`src/rtl/device_scheduler.sv`:
```
// device_scheduler: round-robin arbiter sharing one start/ready device among four requesters.
module device_scheduler #(
  parameter int N_REQ   = 4,
  parameter int TIMEOUT = 64
) (
  input  logic                 clk,
  input  logic                 rst,
  input  logic [N_REQ-1:0]     req,
  input  logic [16*N_REQ-1:0]  xin_bus,
  input  logic [8*N_REQ-1:0]   yin_bus,
  output logic                 dev_start,
  output logic [15:0]          dev_xin,
  output logic [7:0]           dev_yin,
  input  logic [15:0]          dev_out,
  input  logic                 dev_ready,
  output logic [N_REQ-1:0]     gnt,
  output logic [N_REQ-1:0]     done,
  output logic [15:0]          result,
  output logic [1:0]           result_id,
  output logic                 err,
  output logic                 busy
);
  localparam int CW = $clog2(TIMEOUT + 1);
  typedef enum logic [2:0] {S_IDLE, S_START, S_GUARD, S_WAIT, S_DONE} state_t;
  state_t          r_state;
  logic [1:0]      r_ptr;
  logic [1:0]      r_id;
  logic [CW-1:0]   r_cnt;
  logic [1:0]      w_win;
  logic            w_timeout;
  // Scan from the highest offset down so the closest requester to r_ptr wins.
  always_comb begin
    w_win = r_ptr;
    for (int k = N_REQ - 1; k >= 0; k--)
      if (req[r_ptr + 2'(k)]) w_win = r_ptr + 2'(k);
  end
  assign w_timeout = r_cnt == CW'(TIMEOUT - 1);
  assign busy = r_state != S_IDLE;
  always_ff @(posedge clk) begin
    if (rst) begin
      r_state   <= S_IDLE;
      r_ptr     <= '0;
      r_id      <= '0;
      r_cnt     <= '0;
      dev_start <= 1'b0;
      dev_xin   <= '0;
      dev_yin   <= '0;
      gnt       <= '0;
      done      <= '0;
      result    <= '0;
      result_id <= '0;
      err       <= 1'b0;
    end else begin
      case (r_state)
        S_IDLE: if (|req) begin
          r_id      <= w_win;
          r_ptr     <= w_win + 2'd1;
          dev_xin   <= xin_bus[16*w_win +: 16];
          dev_yin   <= yin_bus[8*w_win +: 8];
          gnt       <= N_REQ'(1) << w_win;
          dev_start <= 1'b1;
          r_state   <= S_START;
        end
        S_START: begin
          dev_start <= 1'b0;
          r_state   <= S_GUARD;
        end
        // A ready left over from the previous operation is ignored here.
        S_GUARD: begin
          r_cnt   <= '0;
          r_state <= S_WAIT;
        end
        S_WAIT: if (dev_ready || w_timeout) begin
          result    <= dev_ready ? dev_out : 16'h0000;
          err       <= !dev_ready;
          done      <= gnt;
          result_id <= r_id;
          r_state   <= S_DONE;
        end else begin
          r_cnt <= r_cnt + 1'b1;
        end
        S_DONE: begin
          done    <= '0;
          gnt     <= '0;
          r_state <= S_IDLE;
        end
        default: r_state <= S_IDLE;
      endcase
    end
  end
endmodule

```
`config.mk`:
```
export PLATFORM = sky130hd
export DESIGN_NAME = device_scheduler
export DESIGN_NICKNAME = d
export VERILOG_FILES = /design/src/rtl/device_scheduler.sv
export SDC_FILE = /design/constraint.sdc
export NUM_CORES = 1
export LEC_CHECK = 0
export ABC_AREA = 1
export ABC_CLOCK_PERIOD_IN_PS = 2200
export CORE_MARGIN = 4
export CORE_UTILIZATION = 60
export CTS_BUF_LIST = sky130_fd_sc_hd__clkbuf_8 sky130_fd_sc_hd__clkbuf_16
export DETAILED_ROUTE_END_ITERATION = 8
export DONT_BUFFER_PORTS = 1
export HOLD_SLACK_MARGIN = 0.02
export PLACE_DENSITY = 0.76
export REMOVE_ABC_BUFFERS = 1
export SYNTH_ARGS = -nofsm -noshare
export SYNTH_HDL_FRONTEND = slang
export SYNTH_SLANG_ARGS = --single-unit
```
`constraint.sdc`:
```
create_clock -name clk -period 2.2 [get_ports clk]
set_input_delay 0.22 -clock clk [delete_from_list [all_inputs] [get_ports clk]]
set_output_delay 0.22 -clock clk [all_outputs]
set_load 0.01 [all_outputs]
```
Yosys cells after proc, flatten, opt, wreduce, memory -nomap -nowiden
Cells that the tools add are included. W data, S select, Z words.

Word-level logic and storage cells: 72. Bits of input ports: 119. Output and inout port bits: 53. Register bits: 66.

$add $sub $neg: 5. Order comparisons: 4. Eq/ne operators: 8. Reduce and logical (&&, ||, !) cells: 16. Multiplexer cells: 24. Shift-type cells: 3.

Operators by type and width (count): $shiftx A64 B7 Y16 (1); $shiftx A32 B6 Y8 (1); $mux W16 (1); $pmux W4 S2 (2); $pmux W7 S2 (1); $reduce_and A2 Y1 (7); $lt A2 B3 Y1 const B (4); $pmux W3 S4 (1); $bmux W1 S2 (4); $mux W2 (4); $mux W4 (2); $reduce_bool A2 Y1 (4); $add A7 B1 Y7 const B (1); $eq A7 B6 Y1 const B (1); $mux W7 (1); $eq A3 B2 Y1 const B (2); $mux W3 (2); $ne A2 B2 Y1 const B (3); $mux W1 (5); $add A2 B1 Y2 const B (2); $add A2 B2 Y2 const B (2); $reduce_or A4 Y1 (1); $shl A1 B2 Y4 const A (1); $eq A3 B1 Y1 const B (1); 6 further kinds (6).

Depth between registers and ports, before layout
Gate-level depths: netlist of the first run.

Word-level depth: 10. Gate-level depth with buffers: 17. Gate-level depth less buffers: 15.

Worst setup path after synthesis of the first run
Ideal clock, no wire load.

Path type: reg2reg. Start: register r_ptr[0]. End: register dev_xin[0]. Path buffers: 2. Path slack: 0.551 ns. Setup time: 0.117 ns. Period minus slack after synthesis: 1.649 ns. Data required time: 2.083 ns. Data arrival time: 1.532 ns. Cell stages (with the launch flop): 17. Path through: dfxtp_1 -> buf_6 -> inv_6 -> nand2_1 -> nand2_1 -> nand2_1 -> nand2_1 -> inv_2 -> nand2_2 -> nand2_2 -> nand2_4 -> nand2_8 -> buf_2 -> nand3_1 -> nand3_1 -> nor2_1 -> nor2_1.

Word-level cells in the longest chain between the ends: 8. Elaborated cells on any way between the ends: 16. Classes of those cells: 3 x add/sub; 1 x shift; 12 x mux.

Ends and longest elaborated chain: start, declared (line 26) `logic [1:0] r_ptr;`; start signal, assigned (line 57) `r_ptr <= w_win + 2'd1;`; $add A2 B2 Y2 (line 35) `if (req[r_ptr + 2'(k)]) w_win = r_ptr + 2'(k);`; $bmux W1 S2 (line 35); $mux W1 (implied by the code) (line 35); $mux W2 (3 in series) (line 35); $mux W2 * (line 35); $shiftx A64 B7 Y16 * (line 58) `dev_xin <= xin_bus[16*w_win +: 16];`; end signal, assigned (line 58); end, declared (line 12) `output logic [15:0] dev_xin,`.

Every way passes the cells marked *; elsewhere a longest branch is shown, timed or not. The select of a mux whose other input is x is not followed. A chain may end at the register's enable or synchronous reset.

Worst setup path after layout of the first run
Start: register r_ptr[1]. End: register dev_xin[5].

Same word-level chain as after synthesis.

==> out/qor.yml, run 1 <==
drt:
  dr.pass1.iters: 5
  wl_per_cell_um: 15.3
  antenna_left: 0
  drt_iter0_markers: 111
  drt_wl_total_mm: 9.16
  viasPerCell: 5.67
  vias: 3385
  drcViolationCount: 0
power_and_ir_drop:
  p_sw_mw: 2.23
  peakVddDrop_mv: 1.11
  p_sw_share_pct: 44.1
  clkPwrFrac_pct: 22.7
  pwr-share-comb_pct: 44.7
  powerDensity_mw_per_mm2: 1310
  p_seq_share_pct: 32.7
  p_int_mw: 2.82
  power_mw: 5.05
  p_leak_nw: 1.58
clock_network:
  cts_made_buffers: 9
  postCtsSetupBuffers: 0
  ctsRootBufferMaster: "clkbuf_8"
  clk_pin_slew_ps: 80
  insertion_delay_ps: 340
  cts_tree: "built"
  htree_levels: 3
  cts.sinks: 66
  cts_buffer_depth: 2
critical_path:
  worstSetupStartpointType: "flop"
  worst-path-max-fanout: 27
  path_buf_inv: 2
  crit_chain: "inv_2, nand2_1, nand2_1, nand2_1, nand2_1, nand3_1, a21oi_4, buf_4, nor2_1, nand3_1, nand2_1, nor2_1, nor2_1"
  crit_top_cell: "nand2_1"
  critPathTopFamily: "simple AND/OR/NAND/NOR gates"
  slowest_stage: "dfxtp_1"
  cp_slowest_stage_delay_ps: 380
  required_ps: 2390
  crit_type: "flop to flop"
  cp.arrival_ps: 2200
  end_kind: "flop"
yosys:
  synth.yosys.warnings: 0
  synth_top_area_share_pct: 37.4
  yosysUniqueCellTypes: 39
  avgSynthCellArea_um2: 6.76
  async_flop_share_pct: 0
  synth_area_leaders: "dfxtp_1, nand2_1, nand3_1"
  synth_ff_type: "dfxtp_1"
  synth_top_cell_by_area: "dfxtp_1"
  synth_common_cells: "nand2_1, nand3_1, nor2_1, dfxtp_1, a21oi_1"
  synth.most_common_cell: "nand2_1"
  synth_edf_count: 0
  synth-seq-cells: 66
  netlist_area_mm2: 0.00353
  netlist_instances: 522
  seq_area_frac_synth_pct: 37.4
timing:
  layout_min_cycle_time_ps: 2010
  setup_viol: 0
  finalHoldViolCount: 0
  post-route-period-util_pct: 91.5
  skew_ps: 6.19
  tightest_slew_ps: 1120
  hold_slack_ps: 38.2
  slew_viol_final: 0
  timing.final.ws_setup_ps: 187
  slew_headroom_pct: 24.9
  rsz0062_at_grt: "false"
  fmax_mhz: 497
floorplanning:
  die-height_um: 84.7
  die_w_um: 84.7
  row_count: 27
  dieArea_mm2: 0.00718
  io_pins: 172
  core_mm2: 0.00561
  initial_core_util_pct: 63.0
placement:
  gp_congestion: 0.856
  pre_cts_ws_ps: 145
  postPlaceCellArea_mm2: 0.00352
  io_buffers: 0
  hpwl_mm: 6.53
grt:
  antenna_found_initial: 0
  gr-usage-all-layers_pct: 25.5
  grt_pass1_vias: 3237
  grt_pass1_wl_mm: 15.0
  grt_overflow: 0
  grt_max_degree: 47
cells_and_area:
  final_nets: 640
  drive_above_1_share_pct: 11.4
  syn_to_final_growth_pct: 9.11
  antenna_cells: 0
  final_area_mm2: 0.00385
run:
  maxCapViolCount: 0
hold_path:
  min_path_type: "input pin to flop"
run_status:
  status: "complete, no violations"
## per-layer routing
layer / vias up / track usage (%) / share of wire (%)
li1: 1705 / - / -
met1: 1529 / 29.9 / 39
met2: 139 / 42.1 / 50
met3: 12 / 9.22 / 10
met4: 0 / 10.4 / 1.3
met5: - / 0 / 0
## per-stage QoR
step	setup TNS, ps	util (%)	std cells
floorplan	-68170	-	490
global placement	0	62.7	571
detailed placement	0	62.7	571
CTS	0	68.5	597
global route	0	68.7	597
finish	0	68.7	597
## power by group through the flow
stage	registers, mW	clock network, mW	logic, mW
after global routing	1.68	1.23	2.56
after floorplan	1.58	0	1.53
after detailed placement	1.67	0	2.20
after global placement	1.67	0	2.14
final	1.65	1.14	2.25
after CTS	1.65	1.17	2.23
## state kept, by name, summed over array words and instances, names as in the netlist
| register | flops |
|---|---|
| done | 4 |
| dev_xin | 16 |
| r_cnt | 7 |
| err | 1 |
| result_id | 2 |
| r_id | 2 |
| dev_yin | 8 |
| gnt | 4 |
| r_ptr | 2 |
| r_state | 3 |
| dev_start | 1 |
| result | 16 |
## timing repair
| action | in CTS | in global routing |
|---|---|---|
| resized for setup | 0 | 4 |
| setup endpoints to repair | 0 | 29 |
| hold buffers | 10 | 0 |
| endpoints found under the hold margin | 29 | 0 |
## logic make-up (layout without fill, tap and decap cells)
group | Yosys count | after routing | synth area share [%]
compound gates | 93 | 93 | 14.7
simple gates | 297 | 297 | 37.5
fa+ha+maj | 1 | 1 | 0.354
xor+xnor | 1 | 1 | 0.248
flops | 66 | 66 | 37.4
buf+inv | 64 | 67 | 9.78
## layout by cell type (no fill, tap or decap), drive strengths merged, types with 2 or more instances in the layout
cell type      n
nand2        132
nand3         80
nor2          73
dfxtp         66
a21oi         51
o21ai         36
inv           32
dlygate4sd3   10
clkbuf         9
buf            9
nor3           5
clkinv         5
nand4          2
a211oi         2
bufinv         2
## final cells by class
class | count | area [um^2]
Tap cell | 72 | 90.1
Multi-Input combinational cell | 392 | 1880
Fill cell | 494 | 1760
Timing Repair Buffer | 19 | 193
Sequential cell | 66 | 1330
Clock buffer | 9 | 124
Inverter | 32 | 138
Clock inverter | 7 | 103
## worst paths after layout
kind	start	cells after the start	slack (ps)	end
max	r_ptr[1]	13	190	dev_xin[5]
min	dev_out[6]	2	40	result[6]
max reg2reg	r_ptr[1]	13	190	dev_xin[5]
min reg2reg	r_id[1]	2	490	result_id[1]
Note: power is estimated with default switching activity, not from simulation.
==> inputs of run 2 (changes only) <==
--- a/config.mk
+++ b/config.mk
@@ -9,7 +9,6 @@
 export ABC_CLOCK_PERIOD_IN_PS = 2200
 export CORE_MARGIN = 4
 export CORE_UTILIZATION = 60
-export CTS_BUF_LIST = sky130_fd_sc_hd__clkbuf_8 sky130_fd_sc_hd__clkbuf_16
 export DETAILED_ROUTE_END_ITERATION = 8
 export DONT_BUFFER_PORTS = 1
 export HOLD_SLACK_MARGIN = 0.02
==> results of run 2 <==
The final DEF is identical to that of run 1; final timing and power are the same.
==> inputs of run 3 (changes only) <==
--- a/config.mk
+++ b/config.mk
@@ -6,13 +6,13 @@
 export NUM_CORES = 1
 export LEC_CHECK = 0
 export ABC_AREA = 1
-export ABC_CLOCK_PERIOD_IN_PS = 2200
+export ABC_CLOCK_PERIOD_IN_PS = 1800
 export CORE_MARGIN = 4
-export CORE_UTILIZATION = 60
+export CORE_UTILIZATION = 57
 export DETAILED_ROUTE_END_ITERATION = 8
 export DONT_BUFFER_PORTS = 1
 export HOLD_SLACK_MARGIN = 0.02
-export PLACE_DENSITY = 0.76
+export PLACE_DENSITY = 0.75
 export REMOVE_ABC_BUFFERS = 1
 export SYNTH_ARGS = -nofsm -noshare
 export SYNTH_HDL_FRONTEND = slang
==> constraint.sdc (replaced) <==
create_clock -name clk -period 1.8 [get_ports clk]
set_input_delay 0.18 -clock clk [delete_from_list [all_inputs] [get_ports clk]]
set_output_delay 0.18 -clock clk [all_outputs]
set_load 0.01 [all_outputs]
==> run 3 against run 2 <==
The run now ends with negative setup slack left; sequential share of layout area fell by 6.5 points; cell area rose by 23%; non-clock buffer count rose by 36; worst setup slack got worse by 480 ps; clock power rose by 24%; sequential cell count did not move; total power rose by 69%; critical path depth rose by 2; critical path type unchanged; highest routed layer unchanged.
==> out/qor.yml, run 3 (synthesized netlist as in run 1, its figures left out) <==
run_status:
  status: "finished, violations left"
  violations: "negative setup slack"
critical_path:
  worstSetupStartpointType: "flop"
  cp.arrival_ps: 2310
  end_kind: "flop"
  path_depth: 15
  ff2ff_path_depth: 15
  crit_type: "flop to flop"
  path_buf_inv: 4
  crit_chain: "buf_8, clkinv_8, nand2_8, nand2_1, o21ai_1, inv_2, nand2_4, nand2_4, nand2_8, buf_12, nand2_1, nand3_1, nand2_1, nand2_1, a21oi_1"
  worst-path-max-fanout: 14
  crit_top_cell: "nand2_1"
  cp_slowest_stage_delay_ps: 360
  required_ps: 2020
  slowest_stage: "dfxtp_2"
  critPathTopFamily: "simple AND/OR/NAND/NOR gates"
timing:
  slew_headroom_pct: 63.8
  rsz0062_at_grt: "true"
  post-route-period-util_pct: 116
  slew_viol_final: 0
  layout_min_cycle_time_ps: 2090
  finalHoldViolCount: 0
  timing.final.ws_setup_ps: -291
  setup_viol: 30
  skew_ps: 9.87
  fmax_mhz: 478
  tightest_slew_ps: 542
drt:
  antenna_left: 0
  drt_iter0_markers: 232
  dr.pass1.iters: 5
  viasPerCell: 5.92
  drt_wl_total_mm: 11.9
  drcViolationCount: 0
  vias: 3763
  wl_per_cell_um: 18.7
power_and_ir_drop:
  powerDensity_mw_per_mm2: 1790
  p_sw_mw: 3.64
  p_leak_nw: 1.94
  pwr-share-comb_pct: 59.5
  p_seq_share_pct: 23.9
  p_sw_share_pct: 42.7
  peakVddDrop_mv: 1.28
  p_int_mw: 4.87
  clkPwrFrac_pct: 16.6
grt:
  grt_pass1_vias: 3398
  antenna_found_initial: 0
  grt_max_degree: 50
  gr-usage-all-layers_pct: 26.0
  grt_pass1_wl_mm: 15.6
  grt_overflow: 0
placement:
  placed_cells: 584
  gp_congestion: 0.937
  io_buffers: 0
  hpwl_mm: 6.82
  postPlaceCellArea_mm2: 0.00367
floorplanning:
  core_mm2: 0.00596
  io_pins: 172
  die_w_um: 86.7
  dieArea_mm2: 0.00752
  row_count: 28
  initial_core_util_pct: 59.3
  die-height_um: 86.7
cells_and_area:
  final_nets: 676
  stdcell_count: 636
  biggestRegsByFlops: "dev_xin: 16 flops, result: 16 flops, dev_yin: 8 flops"
  mostFrequentLayoutCell: "nand2_1"
  most-common-layout-cells: "nand2_1, nand3_1, nor2_1, dfxtp_1, a21oi_1"
  antenna_cells: 0
  utilization_pct: 79.9
  final_area_mm2: 0.00476
  syn_to_final_growth_pct: 34.7
  drive_above_1_share_pct: 26.7
clock_network:
  cts_made_buffers: 9
  insertion_delay_ps: 340
  clk_pin_slew_ps: 80
  htree_levels: 3
  cts_buffer_depth: 2
  cts.sinks: 66
  cts_tree: "built"
  ctsRootBufferMaster: "clkbuf_8"
hold_path:
  holdPathStages: 3
  min_path_type: "input pin to flop"
run:
  maxCapViolCount: 0
run 3: cell count changes in the layout (fill, tap and decap cells not counted), moves of 8 or more:
cell and delta:
nand2_1 -23, nand3_2 +9, nand2_2 +8, buf_12 +9, nand3_1 -12, buf_4 +10, nand2_4 +14
run 3: power by group through the flow:
stage	clock network, mW	logic (mW)	registers [mW]
detailed placement	0	3.19	2.03
finish	1.41	5.06	2.03
global placement	0	3.10	2.03
CTS	1.43	3.82	2.02
floorplan	0	1.74	1.90
global route	1.49	5.43	2.06
run 3: repair_timing:
item                                   4_1_cts  5_1_grt
setup buffers                                6        5
setup endpoints to repair                   27       61
gates resized for setup                     38       61
gates cloned                                 2        6
endpoints found under the hold margin       29       29
pin swaps                                   18       29
run 3: final cells by class:
cell class	count	area (um^2)
Sequential cell	66	1330
Fill cell	408	1200
Multi-Input combinational cell	392	2190
Clock inverter	7	101
Tap cell	75	93.8
Timing Repair Buffer	55	771
Clock buffer	9	124
Inverter	32	154
run 3: through the flow:
step / setup WS [ps] / hold slack [ps] / TNS [ps] / power [mW]
6_report: -291 / 42.6 / -4670 / 8.51
5_1_grt: -331 / 57.5 / -7770 / 8.98
4_1_cts: 0.318 / -113 / 0 / 7.27
3_5_place_dp: -125 / 256 / -1120 / 5.23
3_3_place_gp: -23.5 / 253 / -85.7 / 5.14
2_1_floorplan: -2820 / 249 / -81370 / 3.64
run 3: worst min-delay path: cells and delay by family:
kind | cells | cell delay, ps
compound gates | 1 | 70
simple gates | 2 | 90
run 3: path summary, 6_finish.rpt:
check                start            to  slack [ps]
hold reg to reg    r_id[1]  result_id[1]         510
hold / removal         rst       done[1]          40
setup reg to reg  r_ptr[0]   dev_xin[15]        -290
setup / recovery  r_ptr[0]   dev_xin[15]        -290
run 3: layer usage:
| layer | wire [um] | global-route usage [%] |
|---|---|---|
| met1 | 4210 | 29.7 |
| met2 | 5950 | 43.6 |
| met3 | 1230 | 8.75 |
| met4 | 502 | 12.3 |
| met5 | 0 | 0 |
